$ cat src/rtl/c1581_pkg.sv
// Shared types and constants for the 1581 fast-serial host engine.
package c1581_pkg;

    localparam int unsigned FSER_BITS = 8;

    typedef enum logic [1:0] {
        IDLE     = 2'd0,
        RX_SHIFT = 2'd1,
        TX_LOW   = 2'd2,
        TX_HIGH  = 2'd3
    } fser_state_t;

endpackage

$ cat src/rtl/c1581_fser_filt.sv
// Two-flop synchronizer with stability filter and edge detection for one
// wired-AND bus line; everything advances only on ce.
module c1581_fser_filt (
    input  logic clk,
    input  logic res_n,
    input  logic ce,
    input  logic pin,
    output logic level,
    output logic rise_c,
    output logic fall_c
);

    logic s1;
    logic s2;
    logic level_d;

    // Released (1) is the idle level, so reset never produces a spurious edge.
    always_ff @(posedge clk or negedge res_n) begin
        if (!res_n) begin
            s1      <= 1'b1;
            s2      <= 1'b1;
            level   <= 1'b1;
            level_d <= 1'b1;
        end else if (ce) begin
            s1      <= pin;
            s2      <= s1;
            if (s1 == s2) begin
                level <= s2;
            end
            level_d <= level;
        end
    end

    assign rise_c = level & ~level_d;
    assign fall_c = ~level & level_d;

endmodule

$ cat src/rtl/c1581_fser_host.sv
// Host-side fast-serial engine: receives drive-clocked bytes on FCLK/DATA and
// transmits host bytes with the host clocking FCLK.
module c1581_fser_host
    import c1581_pkg::*;
#(
    parameter int unsigned TX_HALF = 32,
    parameter int unsigned TIMEOUT = 4096
) (
    input  logic       clk,
    input  logic       res_n,
    input  logic       ce,
    input  logic       fclk_i,
    input  logic       data_i,
    output logic       fclk_o,
    output logic       data_o,
    input  logic [7:0] tx_data,
    input  logic       tx_valid,
    output logic       tx_ready,
    output logic [7:0] rx_data,
    output logic       rx_valid,
    input  logic       rx_ready,
    output logic       rx_overrun,
    output logic       busy
);

    localparam int unsigned HALF_W  = $clog2(TX_HALF) + 1;
    localparam int unsigned TIMER_W = $clog2(TIMEOUT) + 1;
    localparam int unsigned CNT_W   = $clog2(FSER_BITS);

    localparam logic [HALF_W-1:0]  HALF_LAST  = HALF_W'(TX_HALF - 1);
    localparam logic [TIMER_W-1:0] TIMER_LAST = TIMER_W'(TIMEOUT - 1);
    localparam logic [CNT_W-1:0]   BIT_LAST   = CNT_W'(FSER_BITS - 1);

    fser_state_t          state, state_n;
    logic [FSER_BITS-1:0] shift, shift_n;
    logic [CNT_W-1:0]     bitcnt, bitcnt_n;
    logic [HALF_W-1:0]    hcnt, hcnt_n;
    logic [TIMER_W-1:0]   timer, timer_n;
    logic                 guard, guard_n;
    logic                 fclk_o_n, data_o_n;
    logic [7:0]           rx_data_n;
    logic                 rx_valid_n, rx_overrun_n;

    logic fclk_lvl, fclk_rise, fclk_fall;
    logic data_lvl, data_rise, data_fall;
    logic fclk_fall_eff;
    logic half_done;
    logic unused_filt;

    c1581_fser_filt u_filt_fclk (
        .clk    (clk),
        .res_n  (res_n),
        .ce     (ce),
        .pin    (fclk_i),
        .level  (fclk_lvl),
        .rise_c (fclk_rise),
        .fall_c (fclk_fall)
    );

    c1581_fser_filt u_filt_data (
        .clk    (clk),
        .res_n  (res_n),
        .ce     (ce),
        .pin    (data_i),
        .level  (data_lvl),
        .rise_c (data_rise),
        .fall_c (data_fall)
    );

    assign unused_filt = ^{fclk_lvl, data_rise, data_fall};

    // guard masks stale synchronizer edges for one ce after returning to IDLE.
    assign fclk_fall_eff = fclk_fall & ~guard;
    assign tx_ready      = ce & (state == IDLE) & ~fclk_fall_eff & ~guard;
    assign half_done     = (hcnt == HALF_LAST);
    assign busy          = (state != IDLE);

    always_ff @(posedge clk or negedge res_n) begin
        if (!res_n) begin
            state      <= IDLE;
            shift      <= '0;
            bitcnt     <= '0;
            hcnt       <= '0;
            timer      <= '0;
            guard      <= 1'b1;
            fclk_o     <= 1'b1;
            data_o     <= 1'b1;
            rx_data    <= '0;
            rx_valid   <= 1'b0;
            rx_overrun <= 1'b0;
        end else if (ce) begin
            state      <= state_n;
            shift      <= shift_n;
            bitcnt     <= bitcnt_n;
            hcnt       <= hcnt_n;
            timer      <= timer_n;
            guard      <= guard_n;
            fclk_o     <= fclk_o_n;
            data_o     <= data_o_n;
            rx_data    <= rx_data_n;
            rx_valid   <= rx_valid_n;
            rx_overrun <= rx_overrun_n;
        end
    end

    // Next state; a falling FCLK edge in IDLE beats a pending TX request.
    always_comb begin
        state_n = state;
        unique case (state)
            IDLE: begin
                if (fclk_fall_eff) begin
                    state_n = RX_SHIFT;
                end else if (tx_valid && tx_ready) begin
                    state_n = TX_LOW;
                end
            end
            RX_SHIFT: begin
                if (fclk_rise && (bitcnt == BIT_LAST)) begin
                    state_n = IDLE;
                end else if (!fclk_rise && !fclk_fall && (timer == TIMER_LAST)) begin
                    state_n = IDLE;
                end
            end
            TX_LOW: begin
                if (half_done) begin
                    state_n = TX_HIGH;
                end
            end
            TX_HIGH: begin
                if (half_done) begin
                    state_n = (bitcnt == BIT_LAST) ? IDLE : TX_LOW;
                end
            end
        endcase
    end

    // Datapath and registered line drives.
    always_comb begin
        shift_n      = shift;
        bitcnt_n     = bitcnt;
        hcnt_n       = (&hcnt) ? hcnt : hcnt + HALF_W'(1);
        timer_n      = timer;
        guard_n      = (state != IDLE) && (state_n == IDLE);
        fclk_o_n     = fclk_o;
        data_o_n     = data_o;
        rx_data_n    = rx_data;
        rx_valid_n   = rx_valid;
        rx_overrun_n = rx_overrun;

        if (rx_valid && rx_ready) begin
            rx_valid_n   = 1'b0;
            rx_overrun_n = 1'b0;
        end

        unique case (state)
            IDLE: begin
                bitcnt_n = '0;
                hcnt_n   = '0;
                timer_n  = '0;
                if (state_n == TX_LOW) begin
                    shift_n  = tx_data;
                    fclk_o_n = 1'b0;
                    data_o_n = tx_data[FSER_BITS-1];
                end
            end
            RX_SHIFT: begin
                timer_n = (fclk_rise || fclk_fall) ? '0 : timer + TIMER_W'(1);
                if (fclk_rise) begin
                    shift_n  = {shift[FSER_BITS-2:0], data_lvl};
                    bitcnt_n = bitcnt + CNT_W'(1);
                    if (bitcnt == BIT_LAST) begin
                        rx_data_n  = {shift[FSER_BITS-2:0], data_lvl};
                        rx_valid_n = 1'b1;
                        if (rx_valid && !rx_ready) begin
                            rx_overrun_n = 1'b1;
                        end
                    end
                end
            end
            TX_LOW: begin
                if (half_done) begin
                    hcnt_n   = '0;
                    fclk_o_n = 1'b1;
                end
            end
            TX_HIGH: begin
                if (half_done) begin
                    hcnt_n = '0;
                    if (bitcnt == BIT_LAST) begin
                        data_o_n = 1'b1;
                    end else begin
                        bitcnt_n = bitcnt + CNT_W'(1);
                        shift_n  = {shift[FSER_BITS-2:0], 1'b0};
                        data_o_n = shift[FSER_BITS-2];
                        fclk_o_n = 1'b0;
                    end
                end
            end
        endcase
    end

endmodule

$ cat config.mk
export PLATFORM = sky130hd
export DESIGN_NAME = c1581_fser_host
export DESIGN_NICKNAME = d
export VERILOG_FILES = /design/src/rtl/c1581_pkg.sv /design/src/rtl/c1581_fser_filt.sv /design/src/rtl/c1581_fser_host.sv
export SDC_FILE = /design/constraint.sdc
export NUM_CORES = 1
export LEC_CHECK = 0
export ABC_AREA = 1
export BUFFER_PORTS_ARGS = -buffer_cell sky130_fd_sc_hd__buf_2
export CAP_MARGIN = 15
export CORE_MARGIN = 2
export CORE_UTILIZATION = 35
export CTS_CLUSTER_DIAMETER = 60
export DETAILED_ROUTE_END_ITERATION = 16
export HOLD_SLACK_MARGIN = 0.05
export PLACE_DENSITY = 0.58
export SLEW_MARGIN = 20
export SYNTH_ARGS = -nofsm -noshare
export SYNTH_HDL_FRONTEND = slang
export SYNTH_HIERARCHICAL = 1
export SYNTH_SLANG_ARGS = --single-unit
$ cat constraint.sdc
create_clock -name clk -period 2.1 [get_ports clk]
set_clock_uncertainty 0.1 [all_clocks]
set_input_delay 0.42 -clock clk [delete_from_list [all_inputs] [get_ports clk]]
set_output_delay 0.42 -clock clk [all_outputs]
set_load 0.01 [all_outputs]
## Word level (Yosys, flattened, before mapping)

Index checks and enable logic that the tools add are counted.

- Flip-flop bits (word level): 51
- Input bits: 15

- $add $sub $neg: 3
- Eq/ne operators: 14
- Mux-type cells: 40
- Bitwise operators: 10
- Reductions and logical operators: 28

Operator list:

| cell | count |
|---|---|
| two-way mux 7 bit | 4 |
| case mux 13 bit (2 select lines) | 1 |
| case mux 7 bit (3 select lines) | 1 |
| AND reduction 6 bit | 3 |
| two-way mux 1 bit | 16 |
| two-way mux 2 bit | 7 |
| adder 13 x 1 -> 13 bit (second input constant) | 1 |
| == test 13 x 12 -> 1 bit (second input constant) | 1 |
| two-way mux 13 bit | 1 |
| two-way mux 6 bit | 2 |
| case mux 6 bit (2 select lines) | 1 |
| two-way mux 3 bit | 3 |
| case mux 3 bit (3 select lines) | 1 |
| != test 2 bit (second input constant) | 4 |
| case mux 2 bit (4 select lines) | 1 |
| AND reduction 4 bit | 2 |
| logical AND 1 bit | 7 |
| adder 6 x 1 -> 6 bit (second input constant) | 1 |
| AND 1 bit | 6 |
| == test 2 bit (second input constant) | 3 |
| == test 6 x 5 -> 1 bit (second input constant) | 1 |
| AND reduction 2 bit | 3 |
| nonzero test 2 bit | 3 |
| nonzero test 3 bit | 2 |
| other kinds (13) | 20 |

## Depth between registers and ports, before layout

- Word-level depth: 13
- Gate-level depth with buffers: 16

## By module

The synthesis kept the hierarchy.

By module, submodules not included:

| module | instances | cells an instance | area each (µm²) | sequential area each (µm²) |
|---|---|---|---|---|
| c1581_fser_host | 1 | 308 | 2384.8 | 1104.8 |
| c1581_fser_filt | 2 | 22 | 176.4 | 105.1 |

## Least setup slack after synthesis

No wires, ideal clock.

- Kind: reg-to-reg
- Start point: register state[0]
- End point: register shift[0]
- Library setup time: 0.117 ns
- Data arrival time: 1.866 ns
- Setup slack: 0.018 ns
- Cell stages (with the launch flop): 14
- Buffers on the path: 0
- Period minus slack after synthesis: 2.082 ns
- Path through: dfrtp_1 -> inv_1 -> ha_1 -> nand2_1 -> nor3_1 -> nand2_1 -> nand2_1 -> nand2_1 -> o21ai_2 -> nand2_1 -> nand2_2 -> nand2_1 -> nand2_1 -> nand2_1

- Cells in the longest elaborated chain, start to end: 11
- Elaborated cells between the ends (all ways): 23
- Classes of those cells: eq/ne (8); mux (8); bitwise (3); reduce/logical (4)

RTL lines:

| element | line | text |
|---|---|---|
| start, declared | c1581_fser_host.sv:34 | `fser_state_t state, state_n;` |
| start signal, assigned | c1581_fser_host.sv:92 | `state <= state_n;` |
| logical NOT 2 bit | c1581_fser_host.sv:74 | `assign tx_ready = ce & (state == IDLE) & ~fclk_fall_eff & ~guard;` |
| AND 1 bit (3 in a row) | c1581_fser_host.sv:74 |  |
| net tx_ready | c1581_fser_host.sv:18 | `output logic tx_ready,` |
| logical AND 1 bit | c1581_fser_host.sv:113 | `end else if (tx_valid && tx_ready) begin` |
| two-way mux 2 bit | c1581_fser_host.sv:113 |  |
| two-way mux 2 bit | c1581_fser_host.sv:111 | `if (fclk_fall_eff) begin` |
| case mux 2 bit (4 select lines) | c1581_fser_host.sv:109 | `unique case (state)` |
| == test 2 bit | c1581_fser_host.sv:160 | `if (state_n == TX_LOW) begin` |
| != test 2 x 1 -> 1 bit (no source line) | n/a |  |
| AND reduction 6 bit (no source line) | n/a |  |
| end signal, assigned | c1581_fser_host.sv:93 | `shift <= shift_n;` |
| end, declared | c1581_fser_host.sv:35 | `logic [FSER_BITS-1:0] shift, shift_n;` |

The timed path passes the listed nets, and every way through them passes these cells.
A chain may end at the register's enable or synchronous reset.

## Worst setup path after layout

- Start point: register timer[1]
- End point: register data_o

- Cells in the longest elaborated chain, start to end: 8

RTL lines:

| element | line | text |
|---|---|---|
| start, declared | c1581_fser_host.sv:38 | `logic [TIMER_W-1:0] timer, timer_n;` |
| start signal, assigned | c1581_fser_host.sv:96 | `timer <= timer_n;` |
| == test 13 x 12 -> 1 bit | c1581_fser_host.sv:120 | `end else if (!fclk_rise && !fclk_fall && (timer == TIMER_LAST)) begin` |
| logical AND 1 bit | c1581_fser_host.sv:120 |  |
| two-way mux 2 bit | c1581_fser_host.sv:120 |  |
| two-way mux 2 bit | c1581_fser_host.sv:118 | `if (fclk_rise && (bitcnt == BIT_LAST)) begin` |
| case mux 2 bit (4 select lines) | c1581_fser_host.sv:109 |  |
| == test 2 bit | c1581_fser_host.sv:160 |  |
| != test 2 x 1 -> 1 bit (no source line) | n/a |  |
| AND reduction 4 bit (no source line) | n/a |  |
| end signal, assigned | c1581_fser_host.sv:99 | `data_o <= data_o_n;` |
| end, declared | c1581_fser_host.sv:15 | `output logic data_o,` |

No other way between the ends.

==> impl_metrics.yaml <==
sta:
  setup_viol: 0
  report.final.slew_viol_count: 0
  max_slew_margin_pct: 60.8
  fmax_ghz: 0.519
  fin_ws_ns: 0.174
  worst_pin_slew_ns: 0.588
  fin_crit_ns: 1.93
  hold_viol_final: 0
  period_share_pct: 91.7
setup_path:
  path_delay_family: "simple AND/OR/NAND/NOR gates"
  worstRegToRegCells: 13
  crit_chain: "ha_4 -> nand3_2 -> nor3_4 -> nand3_2 -> nand2_1 -> nand2_1 -> o21ai_2 -> nand2_1 -> nand2_2 -> buf_4 -> nand2_1 -> nand2_1 -> nand2_1"
  end_kind: "register"
  cp_num_cells: 13
  crit_start: "timer[1]"
  rr_endpoint: "data_o"
  rrSetupSlack_ns: 0.17
  crit_fanout: 4
  path_buf_inv: 1
  timing.rr.start: "timer[1]"
  endpoint: "data_o"
  cpMaxStageDelayCell: "dfrtp_1"
  critPathMostFrequentCell: "nand2_1"
  arrival_ns: 2.06
  worst-setup-path-type: "reg2reg"
  slowest_delay_ns: 0.42
  start_kind: "register"
  required_ns: 2.24
place:
  globalplace.congestion: 0.836
  place_worst_setup_slack_ns: 0.0555
  placed_area_mm2: 0.00307
  hpwlAfterDp_um: 4410
  io_buffers: 28
finish:
  seq_area_mm2: 0.00129
  fillers: 730
  final_common_cell: "nand2_1"
  syn_to_final_growth_pct: 22.6
  multiInputGateArea_mm2: 0.00133
  fin_area_mm2: 0.00330
  final_cell_mix: "nand2_1, dfrtp_1, inv_1"
  drive_above_1_share_pct: 22.6
  nets: 421
  diodes: 0
synthesis:
  postSynthAreaPerCell_um2: 7.78
  synth_fp_nets: 370
  ys_warn_count: 6
  synth.cell_area_mm2: 0.00269
  syn_inst: 346
worst_hold_path:
  hold_path_class: "in2reg"
  holdPathStages: 2
power_and_ir_drop:
  power_frac_comb_pct: 43.5
  cellPowerDensity_mw_per_mm2: 1070
  p_leak_nw: 1.65
  clockPowerShare_pct: 17.1
  ir_drop_mv: 0.651
  p_seq_share_pct: 39.5
  switchingPower_mw: 1.43
  power.internal_mw: 2.09
  switching_share_pct: 40.7
die:
  core_area_mm2: 0.00733
  num_rows: 31
  dieWidth_um: 91.7
  initial_core_util_pct: 36.7
  die-height_um: 91.7
  io_pins: 29
  die_area_mm2: 0.00841
clock_tree:
  cts_buffers: 5
  path_clk_slew_ns: 0.11
  htreeDepth: 2
  clock-root-buffer: "clkbuf_8"
  clk_latency_ns: 0.31
  tritoncts: "yes"
  clock_path_buffers: 2
  cts.sinks: 51
routing:
  num_vias: 2355
  firstDrtPassIters: 4
  drc: 0
  ant_nets: 0
  routed_wl_um: 5970
  initialDrtViolationCount: 98
  wire_per_inst_um: 12.0
  via_per_inst: 4.74
global_routing:
  grt_pass1_vias: 2322
  track_usage_pct: 15.0
  grt_max_degree: 28
  overflow: 0
  grt_first_pass_wirelength_um: 10400
  antenna_found_initial: 0
run:
  cap_violations: 0
run_status:
  status: "finished, final reports clean"
worst min-delay path by stage:
stage | from | to | slack, ns
2_1_floorplan | res_n | asynchronous set/reset pin | 0.02
3_3_place_gp | rx_data[7] | rx_data[7] | 0.35
3_5_place_dp | rx_data[7] | rx_data[7] | 0.35
4_1_cts | rx_ready | register | 0.19
5_1_grt | rx_ready | register | 0.21
6_report | rx_ready | register | 0.21
power groups by stage:
stage	clock network [mW]	registers, mW	logic [mW]
after floorplan	0	1.36	0.942
after global routing	0.666	1.42	1.75
after detailed placement	0	1.38	1.40
final	0.601	1.39	1.53
after CTS	0.636	1.36	1.41
after global placement	0	1.37	1.38
stage by stage:
step / setup TNS [ns] / hold WS, ns / instances / total power, mW / utilization (%)
detailed placement: 0 / 0.355 / 485 / 2.78 / 41.9
global placement: 0 / 0.352 / 485 / 2.76 / 41.9
global route: -0.0140 / 0.207 / 497 / 3.84 / 45.0
CTS: 0 / 0.195 / 494 / 3.41 / 43.4
floorplan: 0 / 0.0244 / 346 / 2.30 / -
finish: 0 / 0.207 / 497 / 3.52 / 45.0
timing repair:
action,4_1_cts,5_1_grt
endpoints found under the setup margin,0,13
hold endpoints to repair,14,0
hold buffers,1,0
gates resized for setup,0,24
buffers inserted,0,3
metal layers:
layer / vias to the layer above / wire length [µm] / track usage (%)
met5: - / 0 / 0
met4: 0 / 106 / 4.98
met3: 8 / 175 / 2.88
met2: 47 / 2750 / 24.0
met1: 1089 / 2940 / 20.5
li1: 1211 / - / -
registers in the layout (all words and copies together) (netlist names), 2 cells and up, named ones only:
register	flops
rx_data	8
shift	7
hcnt	6
bitcnt	3
state	2
timer	13
worst register-to-register path, stage by stage, from the launching register on:
cell and delay, ns:
dfrtp_1 0.42, ha_4 0.16, nand3_2 0.12, nor3_4 0.22, nand3_2 0.10, nand2_1 0.07
nand2_1 0.07, o21ai_2 0.15, nand2_1 0.08, nand2_2 0.08, buf_4 0.13, nand2_1 0.05
nand2_1 0.05, nand2_1 0.05
area by class of cell:
class                      instances  area share [%]
sequential                        51            39.0
clock inverter                     3           0.796
timing repair buffer              47            9.40
clock buffer                       5            2.08
tap                               99            3.75
inverter                          40            4.55
multi-input combinational        252            40.4
Note: power is estimated with default switching activity, not from simulation.
